File: src/rtl/ravenoc_pkg.sv
// Shared flit/packet types for the router output arbitration path.
// The arbiter state enum lives here so the bench can name states directly.
package ravenoc_pkg;
    localparam int FlitWidth    = 34;
    localparam int FlitTpWidth  = 2;
    localparam int PktWidth     = 8;
    localparam int FlitPayloadW = FlitWidth - FlitTpWidth - PktWidth;

    typedef enum logic [FlitTpWidth-1:0] {
        HEAD_FLIT = 2'd0,
        BODY_FLIT = 2'd1,
        TAIL_FLIT = 2'd2
    } flit_type_t;

    // Head flit layout: type in the top bits, flit count of the rest of the packet in the low bits.
    typedef struct packed {
        flit_type_t                type_f;
        logic [FlitPayloadW-1:0]   payload;
        logic [PktWidth-1:0]       pkt_size;
    } s_flit_head_data_t;

    typedef struct packed {
        logic [FlitWidth-1:0] fdata;
        logic                 valid;
    } s_flit_req_t;

    typedef struct packed {
        logic ready;
    } s_flit_resp_t;

    typedef enum logic [1:0] {
        IDLE,
        HOLD,
        LOCKED
    } arb_state_t;
endpackage

File: src/rtl/rr_arbiter.sv
// Combinational round-robin pick: first asserted request at or after i_rr_ptr, wrapping.
module rr_arbiter #(
    parameter int NumReq = 4,
    parameter int PtrW   = $clog2(NumReq)
) (
    input  logic [NumReq-1:0] i_req,
    input  logic [PtrW-1:0]   i_rr_ptr,
    output logic [NumReq-1:0] o_grant,
    output logic [PtrW-1:0]   o_idx,
    output logic              o_vld
);
    logic [PtrW-1:0] w_cand;

    always_comb begin
        o_grant = '0;
        o_idx   = '0;
        o_vld   = 1'b0;
        w_cand  = '0;
        for (int k = 0; k < NumReq; k++) begin
            w_cand = PtrW'((int'(i_rr_ptr) + k) % NumReq);
            if (!o_vld && i_req[w_cand]) begin
                o_vld           = 1'b1;
                o_grant[w_cand] = 1'b1;
                o_idx           = w_cand;
            end
        end
    end
endmodule

File: src/rtl/output_port_arbiter.sv
// Output-port arbiter: round-robin pick per packet, wormhole lock held from head
// until pkt_size further flits have been handed off downstream.
import ravenoc_pkg::*;

module output_port_arbiter #(
    parameter int NumReq = 4
) (
    input  logic                     clk,
    input  logic                     arst,
    input  s_flit_req_t [NumReq-1:0] fin_req_i,
    input  logic [NumReq-1:0]        route_i,
    output s_flit_resp_t [NumReq-1:0] fin_resp_o,
    output s_flit_req_t              fout_req_o,
    input  s_flit_resp_t             fout_resp_i,
    output logic [NumReq-1:0]        grant_o,
    output logic                     busy_o,
    output logic                     proto_err_o
);
    localparam int PtrW = $clog2(NumReq);

    arb_state_t          r_state, w_next;
    logic [PktWidth-1:0] r_cnt, w_cnt_nxt;
    logic [PtrW-1:0]     r_lock_idx, w_lock_nxt;
    logic [PtrW-1:0]     r_rr_ptr, w_rr_nxt;
    logic                r_proto_err;

    logic [NumReq-1:0]   w_head_ok, w_bad;
    logic [NumReq-1:0]   w_arb_grant, w_grant;
    logic [PtrW-1:0]     w_arb_idx, w_gidx, w_wrap;
    logic                w_arb_vld, w_fire;
    logic [PktWidth-1:0] w_size;

    always_comb begin
        w_head_ok = '0;
        w_bad     = '0;
        for (int i = 0; i < NumReq; i++) begin
            w_head_ok[i] = fin_req_i[i].valid && route_i[i] &&
                           (flit_type_t'(fin_req_i[i].fdata[FlitWidth-1 -: FlitTpWidth]) == HEAD_FLIT);
            w_bad[i]     = fin_req_i[i].valid && route_i[i] &&
                           (flit_type_t'(fin_req_i[i].fdata[FlitWidth-1 -: FlitTpWidth]) != HEAD_FLIT);
        end
    end

    rr_arbiter #(.NumReq(NumReq), .PtrW(PtrW)) u_rr (
        .i_req    (w_head_ok),
        .i_rr_ptr (r_rr_ptr),
        .o_grant  (w_arb_grant),
        .o_idx    (w_arb_idx),
        .o_vld    (w_arb_vld)
    );

    // Grant is forced off while reset is held so nothing leaks downstream during reset.
    always_comb begin
        w_grant = '0;
        w_gidx  = r_lock_idx;
        if (!arst) begin
            if (r_state == IDLE) begin
                w_grant = w_arb_grant;
                w_gidx  = w_arb_idx;
            end else begin
                w_grant[r_lock_idx] = 1'b1;
            end
        end
    end

    always_comb begin
        fout_req_o = '0;
        if ((|w_grant) && route_i[w_gidx])
            fout_req_o = fin_req_i[w_gidx];
        for (int i = 0; i < NumReq; i++)
            fin_resp_o[i].ready = w_grant[i] && fout_resp_i.ready;
    end

    assign w_fire  = fout_req_o.valid && fout_resp_i.ready;
    assign w_size  = fin_req_i[w_gidx].fdata[PktWidth-1:0];
    assign w_wrap  = (w_gidx == PtrW'(NumReq-1)) ? '0 : w_gidx + 1'b1;
    assign grant_o = w_grant;
    assign busy_o  = (r_state != IDLE);
    assign proto_err_o = r_proto_err;

    always_comb begin
        w_next     = r_state;
        w_cnt_nxt  = r_cnt;
        w_lock_nxt = r_lock_idx;
        w_rr_nxt   = r_rr_ptr;
        unique case (r_state)
            IDLE: begin
                if (w_arb_vld) begin
                    w_lock_nxt = w_arb_idx;
                    if (!w_fire) begin
                        w_next = HOLD;
                    end else if (w_size == '0) begin
                        w_rr_nxt = w_wrap;
                    end else begin
                        w_next    = LOCKED;
                        w_cnt_nxt = w_size;
                    end
                end
            end
            HOLD: begin
                if (w_fire) begin
                    if (w_size == '0) begin
                        w_next   = IDLE;
                        w_rr_nxt = w_wrap;
                    end else begin
                        w_next    = LOCKED;
                        w_cnt_nxt = w_size;
                    end
                end
            end
            LOCKED: begin
                // Count alone ends the packet; flit types are not inspected here.
                if (w_fire) begin
                    w_cnt_nxt = (r_cnt == '0) ? '0 : r_cnt - 1'b1;
                    if (r_cnt <= PktWidth'(1)) begin
                        w_next   = IDLE;
                        w_rr_nxt = w_wrap;
                    end
                end
            end
            default: w_next = IDLE;
        endcase
    end

    always_ff @(posedge clk) begin
        if (arst) begin
            r_state     <= IDLE;
            r_cnt       <= '0;
            r_lock_idx  <= '0;
            r_rr_ptr    <= '0;
            r_proto_err <= 1'b0;
        end else begin
            r_state     <= w_next;
            r_cnt       <= w_cnt_nxt;
            r_lock_idx  <= w_lock_nxt;
            r_rr_ptr    <= w_rr_nxt;
            r_proto_err <= r_proto_err | ((r_state == IDLE) && (|w_bad));
        end
    end
endmodule

File: config.mk
export PLATFORM = sky130hd
export DESIGN_NAME = output_port_arbiter
export DESIGN_NICKNAME = d
export VERILOG_FILES = /design/src/rtl/ravenoc_pkg.sv /design/src/rtl/rr_arbiter.sv /design/src/rtl/output_port_arbiter.sv
export SDC_FILE = /design/constraint.sdc
export NUM_CORES = 1
export LEC_CHECK = 0
export CAP_MARGIN = 15
export CORE_ASPECT_RATIO = 0.5
export CORE_MARGIN = 3
export CORE_UTILIZATION = 42
export CTS_CLUSTER_SIZE = 20
export DETAILED_ROUTE_END_ITERATION = 12
export GPL_TIMING_DRIVEN = 0
export PLACE_DENSITY = 0.89
export SLEW_MARGIN = 20
export SYNTH_ARGS = -nofsm -noshare
export SYNTH_HDL_FRONTEND = slang
export SYNTH_SLANG_ARGS = --single-unit
File: constraint.sdc
create_clock -name clk -period 8.17 [get_ports clk]
set_clock_uncertainty 0.05 [all_clocks]
set_input_delay 0.817 -clock clk [delete_from_list [all_inputs] [get_ports clk]]
set_output_delay 0.817 -clock clk [all_outputs]
set_load 0.01 [all_outputs]
# Word-level counts from Yosys, hierarchy flattened
# Cells that the tools add are included.
[word_totals]
mem_count = 0
register_bits = 15
latchBits = 0
ramBits = 0
output_inout_bits = 45
mem_bits_ro = 0
word_cells = 143
inputBits = 147
[classes]
shifts = 0
n_reduce_logical = 49
n_eq_ne = 8
n_mul = 0
n_mux = 60
order_cmp = 12
bitwise = 4
add_sub_neg = 5
div_mod_pow = 0
[ops]
columns = ["op", "n"]
rows = [
  ["35-bit binary-select mux with 2-bit select", 1],
  ["35-bit two-way mux", 2],
  ["8-bit two-way mux", 5],
  ["2-bit two-way mux", 19],
  ["1-bit logical AND", 27],
  ["4-bit two-way mux", 6],
  ["8-bit one-hot mux with 3 select lines", 1],
  ["2-bit by 3-bit less-than comparator with 1-bit output (second input constant)", 6],
  ["8-bit zero test", 2],
  ["1-bit two-way mux", 14],
  ["4-bit bitwise OR", 3],
  ["2-bit one-hot mux with 3 select lines", 2],
  ["1-bit binary-select mux with 2-bit select", 5],
  ["1-bit demux with 2-bit select", 5],
  ["2-bit by 1-bit >= comparator with 1-bit output (second input constant)", 5],
  ["2-bit zero test", 5],
  ["2-bit nonzero test", 5],
  ["8-bit by 1-bit <= comparator with 1-bit output (second input constant)", 1],
  ["4-bit OR reduction", 2],
  ["8-bit by 1-bit subtractor with 8-bit output (second input constant)", 1],
  ["2-bit != test (second input constant)", 3],
  ["5-bit AND reduction", 1],
  ["2-bit by 1-bit adder with 2-bit output (second input constant)", 2],
  ["2-bit adder (second input constant)", 2],
  ["other kinds (10)", 13],
]

# Logic depth before layout (Yosys ltp)
# Gate-level depths: netlist (run 1).
[logic_depth]
word_depth = 24
ltp_mapped = 16
depth_no_buf = 12

# By module
# Synthesis (run 1) repeated with hierarchy kept, for this count alone.
[hier_totals]
hier_cells = 320
hier_area_um2 = 3056.7
[modules_own_cells]
columns = ["mod", "instances", "cells_per_inst", "area_each_um2", "seq_area_each_um2"]
rows = [
  ["output_port_arbiter", 1, 275, 2635.0, 300.3],
  ["rr_arbiter", 1, 45, 421.7, 0.0],
]

# Worst setup path before layout (run 1)
# OpenSTA, ideal clock, no wires.
[synth_path]
kind = "register to output"
start = "reg r_rr_ptr[1]"
end = "out fout_req_o[12] (netlist bit)"
stages_incl_launch_ff = 13
setup_slack_ns = 3.675
t_arrival_ns = 3.628
path_buffers = 3
t_required_ns = 7.303
cell_sequence = "dfxtp_1 -> clkbuf_1 -> inv_1 -> ha_1 -> clkbuf_1 -> mux4_2 -> a211oi_2 -> a211oi_1 -> or3_4 -> or4_4 -> o211ai_4 -> clkbuf_1 -> a211oi_1"
[synth_rtl]
columns = ["element", "line_no", "text"]
rows = [
  ["start, declared", "output_port_arbiter.sv:24", "logic [PtrW-1:0] r_rr_ptr, w_rr_nxt;"],
  ["start signal, assigned", "output_port_arbiter.sv:136", "r_rr_ptr <= w_rr_nxt;"],
  ["end, declared", "output_port_arbiter.sv:13", "output s_flit_req_t fout_req_o,"],
]

==> flow_summary.toml, run 1 <==
[outcome]
status = "finished clean"

[logic_synthesis]
synth_ff_type = "dfxtp_1"
ys_ff_latch = 15
synthCells = 402
synth_cell_types = 64
synth_nets = 560
yosysWarningCount = 0
ys_seq_area_frac = 0.0953
synth_area_sq_mm = 0.00315
synth_edf_count = 0
synth.avg_cell_area_sq_um = 7.84
postSynth.asyncResetShare = 0

[power]
ir_drop_mv = 0.101
swShare = 0.358
intPower_uw = 297
clkPwrFrac = 0.208
leakagePower_uw = 0.00196
switchingPower_uw = 166
power_frac_comb = 0.622
power.density_mw_per_mm2 = 88.1
pwr-share-seq = 0.171

[routing]
first_iter_violations = 463
vias_per_cell = 5.94
drt-wirelength-per-cell_um = 20.3
drc = 0
drtPass1Iterations = 5
num_vias = 4093
wirelength_um = 14000
ant_nets = 0

[sta]
whs_ns = 0.448
rsz0062_at_grt = "false"
hold_viol = 0
finalCriticalPeriod_ns = 6.38
fmax_mhz = 157
worstMarginPinSlew_ns = 0.712
finalSetupViolations = 0
fin_setup_tns_ns = 0
slew_viol_final = 0
min_period_over_period = 0.781
fin_ws_ns = 1.79
slew_headroom = 0.523

[critical_path]
rr_endpoint = "r_cnt[6]"
start_kind = "register"
critPathArrivalTime_ns = 5.51
ff2ff_path_depth = 13
endpoint_kind = "output pin"
rrSetupSlack_ns = 3.27
reg2reg_from = "r_rr_ptr[1]"
crit_path_start = "r_rr_ptr[1]"
crit_type = "reg -> out"
worstPathMaxFanout = 10
crit_required_ns = 7.30

[clocking]
clockBufferDepth = 2
path_clk_slew_ns = 0.05
cts_buffers = 3
cts_resized = 0
holdBufCountCts = 0
cts.sinks = 15
htree_levels = 1
cts-root-buf = "clkbuf_16"
cts_tree = "built"
post_cts_buffers = 0
insertion_delay_ns = 0.25

[floorplanning]
start_util = 0.452
rows = 21
fp.dieW_um = 128
core_region_area_sq_mm = 0.00696
die_h_um = 67.2
io_pins = 192
die_area_sq_mm = 0.00864

[global_routing]
grtUsageTotal = 0.297
antenna_found_initial = 0
grt_start_max_net_pins = 11
grt_pass1_wl_um = 20200
grt-ovfl-total = 0
grt_pass1_vias = 3739

[cells_and_area]
fin_util = 0.755
instances_no_fill = 689
seq_area_sq_um = 300
nNetsFinal = 756
antenna-diode-count = 0
fill_cells = 523
drive_gt1_frac = 0.0804
multi_input_area_sq_mm = 0.00268
area_growth_pct = 66.9

[hold_path]
hold_class = "reg -> reg"
min-delay-start = "proto_err_o"
hold_path_end = "proto_err_o"
min_delay_path_depth = 2

[flow_run]
maxCapViolations = 0

[place]
dp_hpwl_um = 11600
pre_cts_ws_ns = 2.10
port_buffers = 191
place_inst = 685
gp_congestion = 0.975
## metrics by stage
stage / total power [uW] / area (sq um)
3_5_place_dp: 363 / 5180
3_3_place_gp: 359 / 5180
2_1_floorplan: 218 / 3150
5_1_grt: 485 / 5260
6_report: 463 / 5260
4_1_cts: 461 / 5260
## cells in the final DEF (no fill, tap or decap), types with 4 or more instances in the layout
master | synthesis | layout
clkdlybuf4s50_1 | 0 | 191
a211oi_1 | 60 | 60
mux2i_1 | 44 | 44
and2_1 | 32 | 32
nor2_1 | 24 | 24
clkbuf_1 | 20 | 20
nand2_1 | 20 | 20
a21oi_1 | 16 | 16
dfxtp_1 | 15 | 15
nand3_1 | 12 | 12
ha_1 | 11 | 11
o21ai_0 | 10 | 10
mux2_2 | 10 | 10
o22ai_1 | 9 | 9
nor2b_1 | 8 | 8
nor3_1 | 8 | 8
buf_2 | 8 | 8
inv_1 | 7 | 7
nor4_1 | 7 | 7
nand2b_1 | 6 | 6
mux2_4 | 6 | 6
nand4bb_1 | 4 | 4
o211ai_1 | 4 | 4
xnor2_1 | 4 | 4
## critical path: stages (launching register included)
cell,delay [ns]
dfxtp_1,0.40
clkbuf_1,0.45
inv_1,0.27
ha_1,0.33
clkbuf_1,0.38
nand2b_1,0.16
or4b_2,0.67
nand3_1,0.29
o31a_1,0.23
buf_2,0.27
buf_1,0.50
mux2i_1,0.16
a211oi_1,0.51
clkdlybuf4s50_1,0.66
## state kept, by name, summed over array words and instances (netlist names)
name,count
r_state,2
proto_err_o,1
r_rr_ptr,2
r_lock_idx,2
r_cnt,8
## metal layers
layer / up-vias / wire length, um / global-route usage
met2: 224 / 6480 / 0.509
met5: - / 0 / 0
met1: 1885 / 5820 / 0.391
met3: 33 / 1350 / 0.0490
met4: 0 / 354 / 0.0794
li1: 1951 / - / -
## how the worst max path moves through the flow
| stage | slack, ns | to | depth (start not counted) |
|---|---|---|---|
| global placement | 2.24 | fout_req_o[33] | 14 |
| finish | 1.79 | fout_req_o[33] | 13 |
| floorplan | 3.67 | fout_req_o[12] | 12 |
| global route | 1.56 | fout_req_o[33] | 13 |
| detailed placement | 2.10 | fout_req_o[33] | 14 |
| CTS | 1.93 | fout_req_o[33] | 13 |
## kinds of logic after synthesis
kind of cell               count (synthesis)  share of synthesized area
buffers and inverters                     38                     0.0532
xor gates and xnor gates                   5                     0.0139
AOI/OAI and AO/OA                        129                      0.306
DFF                                       15                     0.0953
adders and majority gates                 11                     0.0437
and+or+nand+nor                          141                      0.262
muxes                                     63                      0.226
## cell type report
| type | count | area share |
|---|---|---|
| Buffer | 31 | 0.0269 |
| Clock buffer | 3 | 0.0143 |
| Clock inverter | 1 | 0.000952 |
| Inverter | 7 | 0.00500 |
| Multi-Input combinational cell | 349 | 0.510 |
| Sequential cell | 15 | 0.0571 |
| Tap cell | 92 | 0.0219 |
| Timing Repair Buffer | 191 | 0.364 |
## power groups by stage
stage / Clock, uW / Combinational [uW] / Sequential [uW]
after global routing: 99.3 / 306 / 79.5
after floorplan: 0 / 138 / 79.9
after detailed placement: 0 / 283 / 80.4
after CTS: 97.2 / 285 / 79.0
after global placement: 0 / 279 / 80.3
final: 96.1 / 288 / 79.1
## synthesized netlist by cell type, types with 4 or more instances
master / n / area, sq um
a211oi_1: 60 / 450
nand2_1: 20 / 75.1
o22ai_1: 9 / 56.3
dfxtp_1: 15 / 300
nor2_1: 24 / 90.1
mux2_4: 6 / 90.1
nand2b_1: 6 / 37.5
and2_1: 32 / 200
nand3_1: 12 / 60.1
o21ai_0: 10 / 50.1
inv_1: 7 / 26.3
ha_1: 11 / 138
nor2b_1: 8 / 50.1
nor4_1: 7 / 43.8
mux2i_1: 44 / 440
nand4bb_1: 4 / 45.0
xnor2_1: 4 / 35.0
nor3_1: 8 / 40.0
buf_2: 8 / 40.0
clkbuf_1: 20 / 75.1
o211ai_1: 4 / 30.0
mux2_2: 10 / 113
a21oi_1: 16 / 80.1
No activity file was read; power rests on OpenSTA's default activity.
==> run 2, diff against run 1 <==
CORE_UTILIZATION = 35   (was 42)
PLACE_DENSITY = 0.79   (was 0.89)
clock period = 5.2 ns   (was 8.17 ns; I/O delays follow)
==> run 2 against run 1 <==
  * Sequential power rose by 57%
  * Global-route usage fell by 4.6 points
  * Clock power rose by 60%
  * Worst hold slack improved by 0.010 ns
==> flow_summary.toml, run 2 (synthesized netlist as in run 1, its figures left out) <==
[outcome]
status = "finished clean"

[hold_path]
min-delay-start = "proto_err_o"
hold_class = "reg -> reg"
min_delay_path_depth = 2

[clocking]
clockBufferDepth = 2
insertion_delay_ns = 0.25
holdBufCountCts = 0
cts_buffers = 3
post_cts_buffers = 0
cts_tree = "built"
cts-root-buf = "clkbuf_16"
cts.sinks = 15
htree_levels = 1
path_clk_slew_ns = 0.05

[routing]
drt-wirelength-per-cell_um = 19.5
ant_nets = 0
drtPass1Iterations = 5
vias_per_cell = 5.67
num_vias = 4006
drc = 0
wirelength_um = 13800
first_iter_violations = 306

[floorplanning]
start_util = 0.376
rows = 23
die_h_um = 73.1
core_region_area_sq_mm = 0.00837
die_area_sq_mm = 0.0102
fp.dieW_um = 140
io_pins = 192

[global_routing]
grt-ovfl-total = 0
grt_start_max_net_pins = 11
grt_pass1_wl_um = 20800
grt_pass1_vias = 3720
antenna_found_initial = 0
grtUsageTotal = 0.251

[flow_run]
maxCapViolations = 0

[sta]
slew_viol_final = 0
whs_ns = 0.458
min_period_over_period = 0.966
finalSetupViolations = 0
worstMarginPinSlew_ns = 0.521
fmax_mhz = 199
slew_headroom = 0.653
finalCriticalPeriod_ns = 5.02
fin_setup_tns_ns = 0
hold_viol = 0
fin_ws_ns = 0.179

[critical_path]
endpoint_kind = "output pin"
path_delay_family = "buffers and inverters"
crit_path_start = "r_rr_ptr[1]"
rrSetupSlack_ns = 0.95
path_depth = 12
cpMaxStageDelayCell = "or4_4"
cp_common_cell = "a211oi_1"
path_cells = "clkbuf_2, inv_1, ha_2, mux4_2, a211oi_2, a211oi_1, or3_4, or4_4, o211ai_4, clkbuf_4, a211oi_1, clkdlybuf4s50_1"
start_kind = "register"
crit_required_ns = 4.63
critPathArrivalTime_ns = 4.45
cp_num_buf_inv = 4
max_stage_delay_ns = 0.58
crit_type = "reg -> out"
reg2reg_from = "r_rr_ptr[1]"
worstPathMaxFanout = 10
ff2ff_path_depth = 12

[cells_and_area]
nNetsFinal = 754
drive_gt1_frac = 0.0924
antenna-diode-count = 0
final_common_cell = "clkdlybuf4s50_1"
regMostFlops = "r_cnt"
final_cell_mix = "clkdlybuf4s50_1, a211oi_1, mux2i_1, and2_1, nor2_1"
area_growth_pct = 68.7
largest_reg_flops = 8

[place]
dp_hpwl_um = 11300
pre_cts_ws_ns = -0.258
gp_congestion = 0.930
port_buffers = 191

[power]
ir_drop_mv = 0.117
finalPower_uw = 734
leakagePower_uw = 0.00199
power.density_mw_per_mm2 = 138
==> run 2: changes by cell type in the layout (fill, tap and decap cells not counted), sizes merged <==
cell / change
clkinv: -1
buf: -5
clkbuf: +4
==> run 2: final timing paths <==
| path | to |
|---|---|
| max reg2reg | r_cnt[5] |
| min reg2reg | proto_err_o |
| max | fout_req_o[16] |
| min | proto_err_o |
==> run 2: worst register-to-register path, stage by stage, from the launching register on <==
cell and delay, ns:
dfxtp_1 0.41, clkbuf_2 0.27, inv_1 0.19, ha_2 0.49, nand2b_1 0.12, or4b_2 0.65, nand3_2 0.20, o31a_1 0.20
buf_2 0.27, mux2i_1 0.35, a21oi_1 0.20, o21ai_4 0.39, mux2_4 0.33
==> run 2: timing repair <==
action | CTS | global route
gates resized for setup | 6 | 15
endpoints found under the hold margin | 0 | 0
setup endpoints to repair | 35 | 35
==> run 2: where the power goes <==
group | internal [uW] | switching (uW) | total, uW
Clock | 104 | 49.8 | 154
Sequential | 120 | 4.70 | 124
Combinational | 250 | 206 | 456
Total | 473 | 260 | 734
==> run 2: stage by stage <==
stage          utilization  cells  cell area (sq um)
3_5_place_dp         0.621    705               5200
5_1_grt              0.635    707               5320
4_1_cts              0.631    708               5290
3_3_place_gp         0.621    705               5200
2_1_floorplan            -    402               3150
6_report             0.635    707               5320
==> run 2: layout make-up <==
class / instances / area (sq um)
multi-input combinational: 349 / 2700
timing repair buffer: 191 / 1910
fill: 782 / 3060
sequential: 15 / 300
tap: 112 / 140
inverter: 7 / 26.3
clock buffer: 4 / 78.8
buffer: 29 / 159
==> run 2: routing by layer <==
layer / global-route usage / share of wire / wire (um)
met5: 0 / 0 / 0
met2: 0.422 / 0.47 / 6420
met4: 0.0591 / 0.014 / 187
met1: 0.349 / 0.44 / 6100
met3: 0.0275 / 0.077 / 1060
==> run 3, diff against run 2 <==
ABC_CLOCK_PERIOD_IN_PS = 5200   (was not set)
CTS_CLUSTER_SIZE = 24   (was 20)
==> results of run 3 <==
The final DEF is identical to that of run 2; final timing and power are the same.
